**src/rtl/reorder_buffer_pkg.sv**
```systemverilog
// Purpose: shared widths for the reorder buffer and its register-file neighbours.
// Latency: n/a (types and constants only).
// Backpressure: n/a.
package reorder_buffer_pkg;

    // Result data width, matches the register file data bus.
    localparam int ROB_DATA_WIDTH = 32;
    // Physical register index width, matches the register file physical bus.
    localparam int ROB_PREG_WIDTH = 6;
    // Active-list index width; depth is 1 << ROB_TAG_WIDTH.
    localparam int ROB_TAG_WIDTH  = 5;

endpackage

```
**src/rtl/reorder_buffer.sv**
```systemverilog
// Purpose: in-order retirement of renamed instructions; drives the regfile write-back port.
// Latency: completion of the head entry at edge E retires at E+1, wb_* visible the cycle after.
// Backpressure: disp_ready = !full from pre-edge pointers; completions and retires never stall.
module reorder_buffer
    import reorder_buffer_pkg::*;
#(
    parameter int DATA_WIDTH = ROB_DATA_WIDTH,
    parameter int PREG_WIDTH = ROB_PREG_WIDTH,
    parameter int TAG_WIDTH  = ROB_TAG_WIDTH
) (
    input  logic                  clk,
    input  logic                  rst_n,
    input  logic                  flush_in,
    input  logic                  disp_valid,
    output logic                  disp_ready,
    input  logic                  disp_has_dest,
    input  logic [PREG_WIDTH-1:0] disp_preg_addr,
    output logic [TAG_WIDTH-1:0]  disp_tag,
    input  logic                  cmp_valid,
    input  logic [TAG_WIDTH-1:0]  cmp_tag,
    input  logic [DATA_WIDTH-1:0] cmp_data,
    output logic                  wb_retire_valid,
    output logic                  wb_write_enable,
    output logic [PREG_WIDTH-1:0] wb_physical_write_addr,
    output logic [DATA_WIDTH-1:0] wb_physical_write_data,
    output logic [TAG_WIDTH-1:0]  wb_active_list_index,
    output logic [TAG_WIDTH:0]    count
);

    localparam int DEPTH = 1 << TAG_WIDTH;

    // Pointers carry one extra wrap bit so full and empty are distinguishable.
    logic [TAG_WIDTH:0]    head;
    logic [TAG_WIDTH:0]    tail;
    logic [TAG_WIDTH-1:0]  head_idx;
    logic [TAG_WIDTH-1:0]  tail_idx;

    // Entry state is plain registers: completions write at random tags while retire reads head.
    logic [DEPTH-1:0]      ent_vld;
    logic [DEPTH-1:0]      ent_done;
    logic [DEPTH-1:0]      ent_has_dest;
    logic [PREG_WIDTH-1:0] ent_preg [DEPTH];
    logic [DATA_WIDTH-1:0] ent_dat  [DEPTH];

    logic full;
    logic disp_fire;
    logic cmp_fire;
    logic retire;

    assign head_idx   = head[TAG_WIDTH-1:0];
    assign tail_idx   = tail[TAG_WIDTH-1:0];
    assign full       = (head_idx == tail_idx) && (head[TAG_WIDTH] != tail[TAG_WIDTH]);
    assign disp_ready = !full;
    assign disp_tag   = tail_idx;
    assign count      = tail - head;

    assign disp_fire = disp_valid && disp_ready;
    // A completion to the entry being dispatched this cycle sees valid=0 and is dropped.
    assign cmp_fire  = cmp_valid && ent_vld[cmp_tag];
    // Retire needs done already registered, so it can never coincide with the first
    // completion of the same tag.
    assign retire    = ent_vld[head_idx] && ent_done[head_idx];

    // Entry array and pointer update; flush and reset discard everything in flight.
    always_ff @(posedge clk) begin
        if (!rst_n || flush_in) begin
            head     <= '0;
            tail     <= '0;
            ent_vld  <= '0;
            ent_done <= '0;
        end else begin
            if (cmp_fire) begin
                ent_done[cmp_tag] <= 1'b1;
                ent_dat[cmp_tag]  <= cmp_data;
            end
            // Dispatch never targets the head slot while it holds a live entry (that is full).
            if (disp_fire) begin
                ent_vld[tail_idx]      <= 1'b1;
                ent_done[tail_idx]     <= 1'b0;
                ent_has_dest[tail_idx] <= disp_has_dest;
                ent_preg[tail_idx]     <= disp_preg_addr;
                tail                   <= tail + 1'b1;
            end
            // Placed last so a retire clear wins over any late re-completion of the head.
            if (retire) begin
                ent_vld[head_idx]  <= 1'b0;
                ent_done[head_idx] <= 1'b0;
                head               <= head + 1'b1;
            end
        end
    end

    // Registered write-back port: a one-cycle pulse per retire, all zero otherwise.
    always_ff @(posedge clk) begin
        if (!rst_n || flush_in || !retire) begin
            wb_retire_valid        <= 1'b0;
            wb_write_enable        <= 1'b0;
            wb_physical_write_addr <= '0;
            wb_physical_write_data <= '0;
            wb_active_list_index   <= '0;
        end else begin
            wb_retire_valid        <= 1'b1;
            // Physical register 0 is hardwired, so it is never written.
            wb_write_enable        <= ent_has_dest[head_idx] && (ent_preg[head_idx] != '0);
            wb_physical_write_addr <= ent_preg[head_idx];
            wb_physical_write_data <= ent_dat[head_idx];
            wb_active_list_index   <= head_idx;
        end
    end

endmodule

```
**config.mk**
```make
export PLATFORM = sky130hd
export DESIGN_NAME = reorder_buffer
export DESIGN_NICKNAME = d
export VERILOG_FILES = /design/src/rtl/reorder_buffer_pkg.sv /design/src/rtl/reorder_buffer.sv
export SDC_FILE = /design/constraint.sdc
export NUM_CORES = 1
export LEC_CHECK = 0
export CORE_UTILIZATION = 40
export CTS_CLUSTER_SIZE = 14
export DETAILED_ROUTE_END_ITERATION = 16
export DONT_BUFFER_PORTS = 1
export PLACE_DENSITY = 0.56
export SKIP_LAST_GASP = 1
export SYNTH_ARGS = -nofsm -noshare
export SYNTH_HDL_FRONTEND = slang
export SYNTH_SLANG_ARGS = --single-unit
export TNS_END_PERCENT = 50
```
**constraint.sdc**
```tcl
create_clock -name clk -period 8.3 [get_ports clk]
set_input_delay 1.66 -clock clk [delete_from_list [all_inputs] [get_ports clk]]
set_output_delay 1.66 -clock clk [all_outputs]
set_load 0.005 [all_outputs]
```
==> results of run 1 <==
-- flip-flops by register name (all words and copies together) (netlist names), named ones only --
register	flops
ent_done	32
ent_preg	192
wb_physical_write_data	32
head	6
wb_write_enable	1
wb_retire_valid	1
ent_dat	1024
wb_physical_write_addr	6
ent_vld	32
tail	6
wb_active_list_index	5
ent_has_dest	32
-- power groups by stage --
stage	registers [mW]	clock network (mW)	logic, mW
after detailed placement	7.69	0	0.0414
after global routing	7.54	6.63	0.0446
after global placement	7.69	0	0.0408
after floorplan	7.69	0	0.0299
after CTS	7.54	6.38	0.0417
final	7.54	6.27	0.0426
-- metrics by stage --
| step | util (%) | setup WS [ps] | hold WS [ps] | total power [mW] | cell area (sq um) |
|---|---|---|---|---|---|
| 6_report | 45.53 | 3422 | 471.1 | 13.85 | 59030 |
| 5_1_grt | 45.53 | 3206 | 496.8 | 14.21 | 59030 |
| 4_1_cts | 45.53 | 3354 | 469.7 | 13.97 | 59030 |
| 3_5_place_dp | 41.99 | 3099 | 456.4 | 7.728 | 54440 |
| 3_3_place_gp | 41.99 | 3216 | 443.4 | 7.727 | 54440 |
| 2_1_floorplan | - | 3256 | 427.9 | 7.718 | 52370 |
-- synth_stat cells (all sizes together), types with 8 or more instances --
cell,n
nand2,46
and3,9
dfxtp,126
o21ba,8
inv,22
a211oi,17
ha,13
a21oi,41
buf,63
a31oi,35
nor3,9
a22oi,82
a22o,34
mux2i,14
and3b,8
mux4,333
edfxtp,1248
o21ai,11
clkbuf,88
a2111oi,24
nor2,123
o221a,16
nor3b,8
a221oi,38
nand3,18
-- cell type report --
class,instances,area (sq um),area share (%)
multi-input cells,950,11910,20.17
flip-flops and latches,1374,40010,67.77
diodes,1,2.502,0.004239
well taps,1742,2180,3.692
clock buffers,190,3896,6.600
repair buffers,33,260.3,0.4408
clock inverters,62,691.9,1.172
inverters,23,86.33,0.1462
-- tightest hold or removal path, stage by stage, from the launching register on --
cell	delay [ps]
dfxtp_1	300
inv_1	50
a211oi_1	60
-- worst paths after layout --
check               startpoint              end  slack [ps]  cells past startpoint
setup / recovery       head[1]         count[5]        3420                      8
hold / removal    ent_done[16]     ent_done[16]         470                      2
setup reg to reg       head[2]  ent_preg[26][4]        4200                      6
hold reg to reg   ent_done[16]     ent_done[16]         470                      2
-- kinds of logic after synthesis --
group / Yosys count
muxes: 347
AOI/OAI and AO/OA: 320
xor gates and xnor gates: 11
and+or+nand+nor: 258
buffers and inverters: 174
DFF: 1374
adders and majority gates: 14
-- metal layers --
| layer | up-vias | GRT usage [%] | part of all wire [%] |
|---|---|---|---|
| li1 | 10600 | - | - |
| met1 | 13850 | 28.22 | 43 |
| met2 | 1032 | 31.65 | 48 |
| met3 | 178 | 4.045 | 7.3 |
| met4 | 0 | 5.237 | 1.9 |
| met5 | - | 0 | 0 |
==> results.yml, run 1 <==
run_status:
  outcome: "completed"
synthesis:
  ys_seq_area_share_pct: 76.37
  synth_area_leaders: "edfxtp_1 (72%), mux4_2 (14%), dfxtp_1 (4.8%), a22oi_1 (1.2%), nor2_1 (0.88%)"
  syn_inst: 2498
  ys_types: 59
  syn_area_sq_um: 52370
  synthFlopType: "edfxtp_1"
  synth_simple_gate_area_share_pct: 2.389
  synth-xor-area-share_pct: 0.1840
  ys.warnings.count: 0
  synth_nets: 2561
  ys_async_sr_fraction_pct: 0
  avgSynthCellArea_sq_um: 20.97
  yosysTopAreaCellShare_pct: 71.56
  synth-compound-area-share_pct: 4.694
  synth_edf_count: 1248
  synth_fa_ha_area_share_pct: 0.3488
  yosys_register_bits: 1374
  synth_top_family_by_area: "multiplexers"
  synth_top_area_cell: "edfxtp_1"
  muxShareOfSynthArea_pct: 14.59
power_and_ir_drop:
  power_density_nw_per_um2: 234.7
  power_leakage_nw: 17.36
  p_comb_share_pct: 0.3
  intPower_mw: 11.20
  power_frac_clock_pct: 45.3
  p_sw_mw: 2.653
  ir_worst_vdd_mv: 0.2070
  seqPwrFrac_pct: 54.4
  swShare_pct: 19.15
drt:
  routed_wl_um: 130900
  ant_nets: 0
  vias_per_cell: 5.867
  drcViolationCount: 0
  drt-pass1-iter-count: 6
  drt-initial-drc-count: 2800
  vias: 25670
  routedWlPerCell_um: 29.93
timing:
  fin_crit_ps: 4878
  max_slew_margin_pct: 14.72
  hold_viol: 0
  tightest_slew_ps: 1276
  drv_slew: 0
  rsz0062_at_grt: "no"
  post-route-period-util_pct: 58.77
  setup-tns-final_ps: 0
  finalSetupViolCount: 0
  fmax_mhz: 205.0
  skew_ps: 30.74
die:
  io_pins: 106
  die_x_um: 363.8
  core_sq_um: 129600
  row_count: 132
  chipHeight_um: 363.8
  initial_core_util_pct: 40.40
  dieArea_sq_um: 132400
clocking:
  cts_tree: "done"
  cts-root-buf: "clkbuf_16"
  cts_buffer_depth: 3
  cts_setup_buffers: 0
  htree_levels: 4
  clkLatencyLatePin_ps: 770
  postCtsHoldBufs: 0
  cts_inserted_buffers: 141
  cts_resized: 0
  path_clk_slew_ps: 60
  cts_sinks: 1374
critical_path:
  crit_required_ps: 6640
  crit_type: "flop to output port"
  path_max_fanout: 52
  crit_path_end_kind: "output port"
  slowest_stage: "dfxtp_4"
  critPathTopFamily: "flip-flops"
  cp.arrival_ps: 3220
  critPathBufInv: 1
  cpPeakStageDelay_ps: 890
  path_cells: "inv_1 > ha_1 > nor2b_1 > o21ai_0 > nand2b_1 > a21o_1 > a21oi_1 > xor2_1"
  cp-start-kind: "flop"
global_route:
  antenna_found_initial: 5
  grt_pass1_wl_um: 189900
  grtUsageTotal_pct: 19.98
  grt_pass1_vias: 26480
  grt_max_degree: 97
  overflow: 0
place:
  finalWeightedCongestion: 0.8380
  dpl.cell_count: 4122
  io_buffers: 0
  detailed_place_hpwl_um: 78630
finish:
  fillers: 10800
  area_growth_pct: 12.72
  final_cell_mix: "edfxtp_1 (1,248), mux4_2 (333), clkbuf_16 (144)"
  final_common_cell: "edfxtp_1"
  drive_above_1_share_pct: 24.51
  fin_cells: 4375
  nNetsFinal: 2586
flow_run:
  drv_cap: 0
worst_hold_path:
  hold_class: "flop to flop"
Power figures use the tool's default switching activity.
==> run 2, diff against run 1 <==
==> constraint.sdc (replaced) <==
create_clock -name clk -period 4.8 [get_ports clk]
set_input_delay 0.96 -clock clk [delete_from_list [all_inputs] [get_ports clk]]
set_output_delay 0.96 -clock clk [all_outputs]
set_load 0.005 [all_outputs]
==> results.yml, run 2 (synthesis gave the netlist of run 1 again) <==
clocking:
  cts_resized: 0
  cts_sinks: 1374
  cts_setup_buffers: 0
  clkLatencyLatePin_ps: 780
  cts-root-buf: "clkbuf_16"
  cts_buffer_depth: 3
  htree_levels: 4
  cts_tree: "done"
  path_clk_slew_ps: 70
  postCtsHoldBufs: 0
  cts_inserted_buffers: 146
critical_path:
  critPathBufInv: 1
  cp.arrival_ps: 2980
  path_cells: "clkinv_1 > ha_1 > o21ai_0 > nand2b_1 > a21o_1 > a21oi_1 > xor2_1"
  slowest_stage: "dfxtp_1"
  crit_cells: 7
  crit_required_ps: 3840
  endpoint: "count[5]"
  crit_path_start: "head[2]"
  crit_path_end_kind: "output port"
  crit_type: "flop to output port"
  r2r-end: "wb_physical_write_data[22]"
  critPathTopFamily: "flip-flops"
  r2r_start: "head[2]"
  cp-start-kind: "flop"
  path_max_fanout: 15
  r2r_setup_slack_ps: 1170
  r2r_cells: 6
  cpPeakStageDelay_ps: 640
die:
  chipHeight_um: 363.8
  io_pins: 106
  initial_core_util_pct: 40.40
  die_x_um: 363.8
  core_sq_um: 129600
  row_count: 132
  dieArea_sq_um: 132400
finish:
  num_antenna_cells: 0
  top_regs: "ent_dat: 1024 flops, ent_preg: 192 flops"
  final_cell_mix: "edfxtp_1 (1,248), mux4_2 (333), clkbuf_16 (148)"
  area_growth_pct: 14.21
  drive_above_1_share_pct: 26.04
  final_common_cell: "edfxtp_1"
  largest_register_ffs: 1024
  nNetsFinal: 2643
  top_register: "ent_dat"
power_and_ir_drop:
  ir_worst_vdd_mv: 0.3241
  power_density_nw_per_um2: 403.3
  power_leakage_nw: 17.73
timing:
  hold_viol: 0
  fin_crit_ps: 3937
  skew_ps: 28.49
  tightest_slew_ps: 1068
  finalSetupViolCount: 0
  rsz0062_at_grt: "no"
  max_slew_margin_pct: 28.80
  final.setup.worst_slack_ps: 862.6
  post-route-period-util_pct: 82.03
  setup-tns-final_ps: 0
  drv_slew: 0
  fmax_mhz: 254.0
place:
  detailed_place_hpwl_um: 78300
  finalWeightedCongestion: 0.8261
  io_buffers: 0
  place_ws_ps: 1127
drt:
  routed_wl_um: 132800
  vias_per_cell: 5.819
  drt-pass1-iter-count: 5
  drt-initial-drc-count: 2819
  routedWlPerCell_um: 29.89
  drcViolationCount: 0
  ant_nets: 0
  vias: 25850
global_route:
  overflow: 0
  grt_pass1_wl_um: 192100
  antenna_found_initial: 4
  grt_max_degree: 115
  grtUsageTotal_pct: 20.28
  grt_pass1_vias: 26750
flow_run:
  drv_cap: 0
worst_hold_path:
  hold_class: "input pin to flop"
run_status:
  outcome: "completed"
## run 2: area by class of cell
class                   count  area (sq um)
fillers                 10780         69840
flip-flops and latches   1374         40010
multi-input cells         950         11910
clock buffers             202          4016
well taps                1742          2180
repair buffers             85         913.4
clock inverters            66         699.4
inverters                  23         86.33
## run 2: routing by layer
layer	global-route usage [%]	part of all wire (%)	vias to the layer above
met3	4.020	7.0	177
met5	0	0.0068	-
met2	32.71	49	958
met1	28.00	42	13990
met4	5.791	2.0	2
li1	-	-	10720
## run 2: worst min-delay path by stage
stage,start,end,slack (ps),depth (start not counted)
floorplan,ent_done[0],ent_done[0],430,2
global placement,ent_done[28],ent_done[28],450,2
detailed placement,ent_done[28],ent_done[28],450,2
CTS,cmp_data[16],ent_dat[21][16],230,0
global route,cmp_data[16],ent_dat[21][16],240,0
finish,cmp_data[16],ent_dat[21][16],280,0
## run 2: power breakdown
part / internal (mW) / switching (mW) / total [mW]
clock network: 6.34 / 4.66 / 11.0
logic: 0.0223 / 0.0548 / 0.0771
registers: 13.0 / 0.00258 / 13.0
total: 19.4 / 4.72 / 24.1
## run 2: through the flow
step | hold WS, ps | cells | cell area, sq um | total power [mW] | util, %
floorplan | 427.9 | 2498 | 52370 | 13.35 | -
global placement | 445.8 | 4174 | 55100 | 13.37 | 42.50
detailed placement | 445.4 | 4174 | 55100 | 13.37 | 42.50
CTS | 226.5 | 4442 | 59810 | 24.34 | 46.13
global route | 243.2 | 4442 | 59810 | 24.81 | 46.13
finish | 279.0 | 4442 | 59810 | 24.12 | 46.13
## run 2: worst reg2reg max path: cells and delay by family (launching register included)
kind	cells	cell delay, ps
DFF	1	640
and+or+nand+nor	3	1600
AOI/OAI and AO/OA	2	720
buffers and inverters	1	520
==> RTL change 1 (settings of run 2) <==
The package constant `ROB_PREG_WIDTH` goes from 6 to 7.
--- a/src/rtl/reorder_buffer_pkg.sv
+++ b/src/rtl/reorder_buffer_pkg.sv
@@ -6,7 +6,7 @@
     // Result data width, matches the register file data bus.
     localparam int ROB_DATA_WIDTH = 32;
     // Physical register index width, matches the register file physical bus.
-    localparam int ROB_PREG_WIDTH = 6;
+    localparam int ROB_PREG_WIDTH = 7;
     // Active-list index width; depth is 1 << ROB_TAG_WIDTH.
     localparam int ROB_TAG_WIDTH  = 5;
 
Interface: changed (resized disp_preg_addr and wb_physical_write_addr); port bits go from 106 to 108. No check against the original RTL was run, so the function may have changed too.
==> RTL change 1 against run 2 <==
  * Synthesized area grew 2.4%
  * Non-clock buffer count up 18
  * Worst setup slack got worse by 100 ps
  * Die area is 2.4% higher
  * Sequential cell count up 33
  * Routed wire length rose by 0.19%
  * Highest routed layer unchanged
  * Clock power is 5% higher
  * Core utilization rose by 0.39 points
  * Critical path depth is the same
  * Design area rose by 2.9%
  * Power grew 3.7%
  * Count of clock-buffer cells in the layout is 11 lower
  * Critical path type unchanged
==> RTL change 1: results (changes against run 2) <==
fin cells 4531 (+2.0%); layout cells sized above 1 27.34% (+1.3 points); Slew @ Worst Pin 1064 ps (-4.393 ps); worst hold stages 0 (unchanged); drt first pass iters 6 (+1); worst hold path startpoint cmp_data[16]; r2r endpoint ent_preg[31][0]$_DFFE_PP_; cell area after layout 61540 um2 (+2.9%); Hold Worst Slack 273.8 ps (-5.171 ps); Leakage 18.38 nW (+3.7%); via count 26420 (+2.2%); routed len/inst 29.36 um (-1.8%); Post-Synth Adder-Cell Area 0.3406% (-0.0082 points); Place WS 732.9 ps (-393.9 ps); R2R Setup Slk 1070 ps (-100 ps); initial antenna violation count 8 (+4); vias in the first global route 27380 (+2.4%); GR Util met2 31.40% (-1.3 points); half-perimeter wire length after placement 79.39 mm (+1.4%); drt initial violations 2963 (+5.1%); met3 usage 4.556% (+0.54 points); Post-DP Area 56550 um2 (+2.6%); sequential-to-total area share from yosys stat 76.40% (about the same); Setup Skew 34.57 ps (+6.082 ps); Root Buffer clkbuf_16; top flop regs ent_dat (1024), ent_preg (224); Max rail drop VDD 0.3574 mV (+10%); Compound-Gate Fraction of Synth Area 4.742% (+0.048 points); XOR/XNOR Fraction of Synth Area 0.1796% (-0.0043 points); proportion of synthesized area in mux cells 14.65% (+0.064 points); global-route wire length before repair 194.2 mm (+1.1%); period utilization 84.18% (+2.2 points); Synth top cells by count 1280 x edfxtp_1, 339 x mux4_2, 127 x dfxtp_1, 121 x nor2_1, 89 x clkbuf_1; Port Buf Inserts 0 (unchanged); Synth area leaders edfxtp_1 72%, mux4_2 14%, dfxtp_1 4.7%; placed cells 4253 (+1.9%); CTS Buf Count 149 (+2.1%); Syn Nets 2611 (+2.0%); YS warnings 0 (unchanged); Unique masters post-synth 63 (+6.8%); GRT met1 Usage 27.30% (-0.70 points); final weighted congestion in routability-driven placement 0.8407 (+1.8%); synthesized area per cell 21.06 um2 (+0.45%); Crit path max-delay family flip-flops; GR Util All Layers 19.78% (-0.49 points); hold path endpoint ent_dat[28][16]$_DFFE_PP_; # fillers 10900 (+1.1%); number of synthesized flops with an enable pin 1280 (+2.6%); status complete, no violations; Net count, final 2713 (+2.6%); Arr. time, crit path 3080 ps (+100 ps); pin count of the biggest net entering global routing 105 (-8.7%)
==> RTL change 1: cell count changes in the layout (fill, tap and decap cells not counted), sizes merged, moves of 4 or more <==
| cell | delta |
|---|---|
| mux4 | +6 |
| clkinv | +12 |
| clkbuf | -11 |
| a221o | +4 |
| mux2i | +5 |
| buf | +18 |
| bufinv | +6 |
| diode | +4 |
| edfxtp | +32 |
==> RTL change 1: how the worst max path moves through the flow <==
stage / start / endpoint / slack (ps) / cells after the start
5_1_grt: head[2]$_SDFFE_PP0N_ / count[5] / 460 / 7
6_report: head[2]$_SDFFE_PP0N_ / count[5] / 760 / 7
3_3_place_gp: cmp_tag[3] / ent_dat[13][7]$_DFFE_PP_ / 820 / 9
2_1_floorplan: cmp_tag[3] / ent_dat[0][0]$_DFFE_PP_ / 460 / 8
4_1_cts: head[2]$_SDFFE_PP0N_ / count[5] / 760 / 7
3_5_place_dp: cmp_tag[2] / ent_dat[17][3]$_DFFE_PP_ / 730 / 9
==> RTL change 1: final cells by class <==
| type | count | share of cell area [%] |
|---|---|---|
| timing repair buffer | 103 | 1.765 |
| antenna | 4 | 0.01626 |
| tap | 1755 | 3.568 |
| clock buffer | 191 | 6.616 |
| multi-input combinational | 965 | 19.81 |
| inverter | 23 | 0.1403 |
| sequential | 1407 | 66.61 |
| clock inverter | 83 | 1.474 |
==> RTL change 1: per-layer routing <==
| layer | routed length (um) | vias up |
|---|---|---|
| met5 | 20 | - |
| met1 | 55740 | 14120 |
| met2 | 64150 | 1081 |
| li1 | - | 11000 |
| met3 | 9969 | 213 |
| met4 | 3149 | 2 |
==> RTL change 1: where the power goes <==
part,internal [mW],leakage (nW),total [mW],switching (mW)
Combinational,0.0219,3.42,0.0762,0.0543
Sequential,13.4,12.5,13.4,0.00256
Clock,6.79,2.43,11.6,4.79
==> RTL change 2 (settings of run 2) <==
Made on the original files. Register the output `count`, without a reset; this adds one clock of latency there. The other outputs are not delayed to match.
--- a/src/rtl/reorder_buffer.sv
+++ b/src/rtl/reorder_buffer.sv
@@ -52,7 +52,9 @@
     assign full       = (head_idx == tail_idx) && (head[TAG_WIDTH] != tail[TAG_WIDTH]);
     assign disp_ready = !full;
     assign disp_tag   = tail_idx;
-    assign count      = tail - head;
+    always_ff @(posedge clk) begin
+        count <= tail - head;
+    end
 
     assign disp_fire = disp_valid && disp_ready;
     // A completion to the entry being dispatched this cycle sees valid=0 and is dropped.
Behaviour: not the same (a bounded check fails within 4 cycles, from zero or initial values).
==> RTL change 2 against run 2 <==
  * Clock power hardly changed
  * Worst setup slack improved by 260 ps
  * Sequential cell count is 6 higher
  * Power up 0.15%
  * Design area up 0.22%
  * Synthesized area increased by 0.44%
  * Routed wire length increased by 4.9%
==> RTL change 2: results (changes against run 2) <==
global-route wire length before repair 199.3 mm (+3.7%); number of max-cap violations 0 (unchanged); placed cells 4208 (+0.81%); vias in the first global route 26710 (-0.15%); final weighted congestion in routability-driven placement 0.8391 (+1.6%); Sum Neg Setup Slack 0 ps (unchanged); Register Area 40130 um2 (+0.30%); Crit path max-delay family buffers and inverters; CTS Buf Count 143 (-2.1%); half-perimeter wire length after placement 85.61 mm (+9.3%); Unique masters post-synth 64 (+8.5%); layout cells sized above 1 25.86% (-0.18 points); Synth top cells by count 1248 x edfxtp_1, 327 x mux4_2, 132 x dfxtp_1, 122 x nor2_1, 92 x clkbuf_1; drt initial violations 3256 (+16%); Syn Nets 2591 (+1.2%); Crit path largest cell delay 700 ps (+60 ps); pin count of the biggest net entering global routing 127 (+10%); number of synthesized flops with an enable pin 1248 (unchanged); clk_lat worst skew 790 ps; slowest CP cell dfxtp_4; Net count, final 2674 (+1.2%); Critical Path Fanout Max 27 (+12); Hold Worst Slack 271.1 ps (-7.862 ps); Post-DP Area 55290 um2 (+0.34%); Setup Skew 64.80 ps (+36.31 ps); Relative slew margins 14.83% (-14 points); status complete, no violations; Post-Route WL 139.3 mm (+4.9%); GR Util All Layers 21.17% (+0.89 points); Synth area leaders edfxtp_1 71%, mux4_2 14%, dfxtp_1 5.0%; fin cells 4475 (+0.74%); synthesized area per cell 20.81 um2 (-0.75%); htree depth 4 (unchanged); Max rail drop VDD 0.3280 mV (+1.2%); final setup margin 1125 ps (+262.3 ps); sequential-to-total area share from yosys stat 76.27% (-0.11 points); # fillers 10760 (-0.13%); Leakage 17.78 nW (+0.26%)
## RTL change 2: cell count changes in the layout (fill, tap and decap cells not counted), sizes merged, moves of 6 or more
cell | before | now
a21oi | 41 | 47
clkbuf | 202 | 189
mux4 | 333 | 327
dfxtp | 126 | 132
mux2i | 14 | 26
buf | 85 | 91
## RTL change 2: per-layer routing
metal	part of all wire [%]	track usage [%]	up-vias
met3	8.4	4.568	211
met2	47	32.75	1172
met4	2.4	6.212	2
met1	42	30.13	14130
li1	-	-	10830
met5	0.0093	0	-
## RTL change 2: path summary, 6_finish.rpt
path / start / to / depth (start not counted)
setup / recovery: head[0]$_SDFFE_PP0N_ / wb_physical_write_data[29]$_SDFF_PN0_ / 5
hold / removal: cmp_data[13] / ent_dat[28][13]$_DFFE_PP_ / 0
setup reg to reg: head[0]$_SDFFE_PP0N_ / wb_physical_write_data[29]$_SDFF_PN0_ / 5
hold reg to reg: ent_done[24]$_SDFF_PP0_ / ent_done[24]$_SDFF_PP0_ / 2
## RTL change 2: cell families (layout without fill, tap and decap cells)
kind of cell	count (synthesis)	after routing	synth area share, %
flip-flops	1380	1380	76.27
multiplexers	356	356	14.56
AO/OA/AOI/OAI	333	333	4.824
AND/OR/NAND/NOR	258	258	2.381
buffers and inverters	176	378	1.439
adder cells (fa/ha/maj)	14	14	0.3473
XOR/XNOR	11	11	0.1831
other	0	3	0
## RTL change 2: area by class of cell
class	count	area share [%]
antenna	3	0.01252
tap	1742	3.636
timing repair buffer	91	1.474
sequential	1380	66.94
inverter	23	0.1440
clock inverter	75	1.384
multi-input combinational	972	20.03
clock buffer	189	6.375
## RTL change 2: where the power goes
group / switching [mW] / internal (mW) / leakage, nW
Sequential: 0.00317 / 13.1 / 12.3
Combinational: 0.0572 / 0.0219 / 3.25
Clock: 4.72 / 6.27 / 2.25
